--- src/rtl/clk_meas_pkg.sv ---
// Shared types and default sizing for the clock period meter.
// Optional duty-cycle output is enabled by CLK_PERIOD_METER_DUTY_EN.
package clk_meas_pkg;

    typedef enum logic [1:0] {
        IDLE    = 2'd0,
        ARM     = 2'd1,
        MEASURE = 2'd2
    } state_t;

    localparam int CNT_W_DEF   = 28;
    localparam int TIMEOUT_DEF = 10_000_000;

endpackage

--- src/rtl/sync_edge_det.sv ---
// Multi-flop synchroniser for an asynchronous input plus rising-edge
// detection against a history flop; reusable by any block.
module sync_edge_det #(
    parameter int SYNC_STAGES = 2
) (
    input  logic clk,
    input  logic rst,
    input  logic sig,
    output logic level,
    output logic rise
);

    logic [SYNC_STAGES-1:0] chain;
    logic                   hist;

    always_ff @(posedge clk or posedge rst) begin
        if (rst) begin
            chain <= '0;
            hist  <= 1'b0;
        end else begin
            chain <= {chain[SYNC_STAGES-2:0], sig};
            hist  <= chain[SYNC_STAGES-1];
        end
    end

    assign level = chain[SYNC_STAGES-1];
    assign rise  = level & ~hist;

endmodule

--- src/rtl/clk_period_meter.sv ---
// Measures the period of a slow square wave in system clock cycles.
// Define CLK_PERIOD_METER_DUTY_EN to add the high_o high-time output.
module clk_period_meter
    import clk_meas_pkg::*;
#(
    parameter int CNT_W       = CNT_W_DEF,
    parameter int TIMEOUT     = TIMEOUT_DEF,
    parameter int SYNC_STAGES = 2
) (
    input  logic             clk_10MHz_i,
    input  logic             rst_i,
    input  logic             sig_i,
    input  logic             enable_i,
    output logic [CNT_W-1:0] period_o,
    output logic             valid_o,
    output logic             timeout_o,
    output logic             busy_o
`ifdef CLK_PERIOD_METER_DUTY_EN
    ,
    output logic [CNT_W-1:0] high_o
`endif
);

    localparam logic [CNT_W-1:0] LIMIT = CNT_W'(TIMEOUT);
    localparam logic [CNT_W-1:0] ONE   = CNT_W'(1);

    state_t           state;
    state_t           state_nxt;
    logic [CNT_W-1:0] count;
    logic             level;
    logic             rise;
    logic             hit;
    logic             clear;
    logic             take;
    logic             expire;

    sync_edge_det #(
        .SYNC_STAGES(SYNC_STAGES)
    ) u_sync (
        .clk  (clk_10MHz_i),
        .rst  (rst_i),
        .sig  (sig_i),
        .level(level),
        .rise (rise)
    );

    assign hit = (count == LIMIT);

    always_ff @(posedge clk_10MHz_i or posedge rst_i) begin
        if (rst_i) state <= IDLE;
        else       state <= state_nxt;
    end

    always_comb begin
        state_nxt = state;
        if (!enable_i) begin
            state_nxt = IDLE;
        end else begin
            unique case (state)
                IDLE:    state_nxt = ARM;
                ARM:     if (rise) state_nxt = MEASURE;
                MEASURE: if (!rise && hit) state_nxt = ARM;
                default: state_nxt = IDLE;
            endcase
        end
    end

    // A rise in the same cycle as the limit is a measurement, not a timeout.
    always_comb begin
        clear  = !enable_i || (state == IDLE);
        take   = !clear && (state == MEASURE) && rise;
        expire = !clear && !rise && hit;
    end

    always_ff @(posedge clk_10MHz_i or posedge rst_i) begin
        if (rst_i) begin
            count     <= '0;
            period_o  <= '0;
            valid_o   <= 1'b0;
            timeout_o <= 1'b0;
            busy_o    <= 1'b0;
        end else begin
            if (clear)       count <= '0;
            else if (rise)   count <= ONE;
            else if (hit)    count <= '0;
            else             count <= count + ONE;
            if (take) period_o <= count;
            valid_o <= take;
            if (!enable_i || take) timeout_o <= 1'b0;
            else if (expire)       timeout_o <= 1'b1;
            busy_o <= (state_nxt != IDLE);
        end
    end

`ifdef CLK_PERIOD_METER_DUTY_EN
    logic [CNT_W-1:0] high_cnt;

    // High time counts the rise cycle itself, matching the period counter.
    always_ff @(posedge clk_10MHz_i or posedge rst_i) begin
        if (rst_i) begin
            high_cnt <= '0;
            high_o   <= '0;
        end else begin
            if (clear)                 high_cnt <= '0;
            else if (rise)             high_cnt <= ONE;
            else if (state == MEASURE) high_cnt <= high_cnt + CNT_W'(level);
            else                       high_cnt <= '0;
            if (take) high_o <= high_cnt;
        end
    end
`else
    logic level_unused;
    assign level_unused = level;
`endif

endmodule

--- config.mk ---
export PLATFORM = sky130hd
export DESIGN_NAME = clk_period_meter
export DESIGN_NICKNAME = d
export VERILOG_FILES = /design/src/rtl/clk_meas_pkg.sv /design/src/rtl/sync_edge_det.sv /design/src/rtl/clk_period_meter.sv
export SDC_FILE = /design/constraint.sdc
export NUM_CORES = 1
export LEC_CHECK = 0
export ABC_AREA = 1
export CAP_MARGIN = 30
export CELL_PAD_IN_SITES_DETAIL_PLACEMENT = 0
export CELL_PAD_IN_SITES_GLOBAL_PLACEMENT = 2
export CORE_AREA = 2 2 97 99
export CTS_BUF_LIST = sky130_fd_sc_hd__clkbuf_8
export DETAILED_ROUTE_END_ITERATION = 10
export DIE_AREA = 0 0 99 101
export GPL_TIMING_DRIVEN = 0
export PLACE_DENSITY_LB_ADDON = 0.1
export SYNTH_ARGS = -nofsm -noshare
export SYNTH_HDL_FRONTEND = slang
export SYNTH_SLANG_ARGS = --single-unit
--- constraint.sdc ---
create_clock -name clk_10MHz_i -period 2.7 [get_ports clk_10MHz_i]
set_input_delay 0.405 -clock clk_10MHz_i [delete_from_list [all_inputs] [get_ports clk_10MHz_i]]
set_output_delay 0.405 -clock clk_10MHz_i [all_outputs]
set_load 0.02 [all_outputs]
==> out/metrics.yaml <==
status: "complete, no violations"
n_antenna_cell: 0
gp_congestion: 0.777
core-area_sq_um: 8980
dp.cells: 516
fin_cells: 532
cts_tree: "done"
rsz0062_at_grt: "false"
initial_core_util_pct: 33.3
power_mw: 1.97
max_cap_violations: 0
htree_levels: 3
power_leakage_nw: 1.60
drc: 0
place_hpwl_um: 5390
cellPowerDensity_nw_per_um2: 535
fin_util_pct: 41.1
pwr-share-clk_pct: 47.2
grt_max_degree: 65
relSlewSlack_pct: 44.9
die_h_um: 101
skew_ps: 13.1
path_clk_slew_ps: 80
hold_viol: 0
row_count: 35
drt_pass1_iterations: 4
post-route-period-util_pct: 66.0
areaGrowthSynthToFinish_pct: 23.6
synth_cell_types: 23
seq_power_share_pct: 49.3
crit_arrival_ps: 2010
vias: 2463
die_x_um: 99
ys_seq_area_share_pct: 53.6
cpMostUsedCell: "nand2_1"
ys_seq_elements: 64
critPathMaxFanout: 10
power_switching_mw: 0.448
dpl_cell_area_sq_um: 3470
grt_pass1_vias: 2419
place.port_buffers: 34
worstPathRequired_ps: 2930
timing.fmax_ghz: 0.561
drt-initial-drc-count: 72
finish.instance_area_sq_um: 3690
yosysWarnings: 0
setup_viol: 0
critPathLaunchType: "register"
avgSynthCellArea_sq_um: 8.05
min_period_ps: 1780
power.internal_mw: 1.53
power_frac_comb_pct: 3.5
clock-sinks: 64
io_pins: 35
grt_usage_pct: 16.4
antenna_left: 0
vias_per_cell: 4.63
crit_chain: "inv_1 -> ha_1 -> nand2_1 -> nor2_1 -> nand2_1 -> nor2_2 -> nand2_2 -> nand2_4 -> inv_2 -> buf_6 -> nand2_1 -> nor2_1"
cts_buffers: 9
crit_type: "register to register"
synth_fp_nets: 377
syn_inst: 371
slew_violations: 0
postCtsSetupRepairBufs: 0
peakVddDrop_mv: 0.205
hold_buffers: 0
drive_gt1_share_pct: 9.03
routed_wl_um: 7540
antenna_found_initial: 0
syn_area_sq_um: 2990
p_sw_share_pct: 22.7
slowest_delay_ps: 430
critPathSlowestCell: "dfrtp_1"
clk-insertion-delay-late_ps: 350
end_kind: "register"
wire_per_inst_um: 14.2
cts.repair.resized: 0
final_nets: 422
grt_pass1_wl_um: 12600
worstMarginPinSlew_ps: 826
dieArea_sq_um: 10000
root_buffer: "clkbuf_8"
gr-total-overflow: 0
hp-class: "register to register"
ctsLongestPathBuffers: 2
## area by class of cell
| type | count | area [sq um] |
|---|---|---|
| plain buffers | 8 | 46.3 |
| clock buffers | 10 | 138 |
| clock inverters | 6 | 83.8 |
| fillers | 969 | 5290 |
| inverters | 47 | 179 |
| multi-input cells | 252 | 1160 |
| flip-flops and latches | 64 | 1600 |
| well taps | 111 | 139 |
| repair buffers | 34 | 340 |
## critical path: cells and delay by family (launching register included)
kind / cells / cell delay, ps
and+or+nand+nor: 8 / 760
DFF: 1 / 430
buffers and inverters: 3 / 310
adders and majority gates: 1 / 140
## synth_stat cells
cell / n / area [sq um]
nor3_1: 11 / 55.1
inv_1: 44 / 165
buf_4: 1 / 7.51
o21ai_0: 27 / 135
nand3_1: 12 / 60.1
a21oi_1: 8 / 40.0
nor2_4: 2 / 22.5
inv_2: 3 / 11.3
nand4_1: 8 / 50.1
nand2_2: 4 / 25.0
nor3_2: 1 / 10.0
ha_1: 2 / 25.0
dfrtp_1: 64 / 1600
nand2_4: 1 / 11.3
nor2_2: 4 / 25.0
nor2_1: 61 / 229
nand2_1: 96 / 360
nor3b_2: 1 / 12.5
xor2_1: 8 / 70.1
clkbuf_1: 2 / 7.51
o21ai_1: 6 / 30.0
buf_2: 4 / 20.0
buf_6: 1 / 11.3
## registers in the layout (all words and copies together), names as in the netlist
signal / count
timeout_o: 1
period_o: 28
busy_o: 1
state: 2
valid_o: 1
count: 28
u_sync.chain: 2
u_sync.hist: 1
## metal layers
layer / share of wire (%) / global-route usage (%) / up-vias
met5: 0 / 0 / -
met4: 1.2 / 5.37 / 0
met3: 2.9 / 4.09 / 8
met2: 45 / 25.1 / 35
met1: 51 / 23.0 / 1176
li1: - / - / 1244
## power by group through the flow
stage | Clock, mW | Sequential (mW) | Combinational, mW
detailed placement | 0 | 0.991 | 0.0722
CTS | 0.970 | 0.972 | 0.0730
finish | 0.932 | 0.972 | 0.0692
floorplan | 0 | 0.992 | 0.0422
global route | 1.01 | 0.973 | 0.0799
global placement | 0 | 0.991 | 0.0717
## kinds of logic (layout without fill, tap and decap cells)
kind of cell	after synthesis	after routing	share of synthesized area (%)
compound gates	41	41	6.87
xor+xnor	8	8	2.35
fa+ha+maj	2	2	0.838
buf+inv	55	105	7.46
flops	64	64	53.6
simple gates	201	201	28.8
## layout by cell type, fill, tap and decap left out, types with 2 or more instances in the layout
cell type,count
clkdlybuf4s50_1,34
xor2_1,8
clkinvlp_4,2
o21ai_1,6
a21oi_1,8
nor3_1,11
dfrtp_1,64
bufinv_16,2
inv_2,3
ha_1,2
buf_2,4
clkbuf_1,2
o21ai_0,27
nand4_1,8
clkbuf_8,10
nand3_1,12
nor2_2,4
nand2_2,4
inv_1,44
nor2_1,61
nand2_1,96
nor2_4,2
## worst paths after layout
kind,slack (ps),startpoint,end,cells after the start
max in group asynchronous,1570,rst_i,period_o[16],2
min in group asynchronous,540,rst_i,period_o[5],2
worst min-delay path,360,u_sync.chain[0],u_sync.chain[1],0
worst min register to register,360,u_sync.chain[0],u_sync.chain[1],0
worst max-delay path,920,count[0],count[20],12
worst max register to register,920,count[0],count[20],12
## metrics by stage
stage / setup TNS [ps] / hold WS (ps) / setup WS (ps)
floorplan: 0 / 331 / 697
global placement: -40400 / 335 / -636
detailed placement: 0 / 346 / 731
CTS: 0 / 364 / 883
global route: 0 / 365 / 723
finish: 0 / 359 / 919
(Power assumes the default switching activity.)
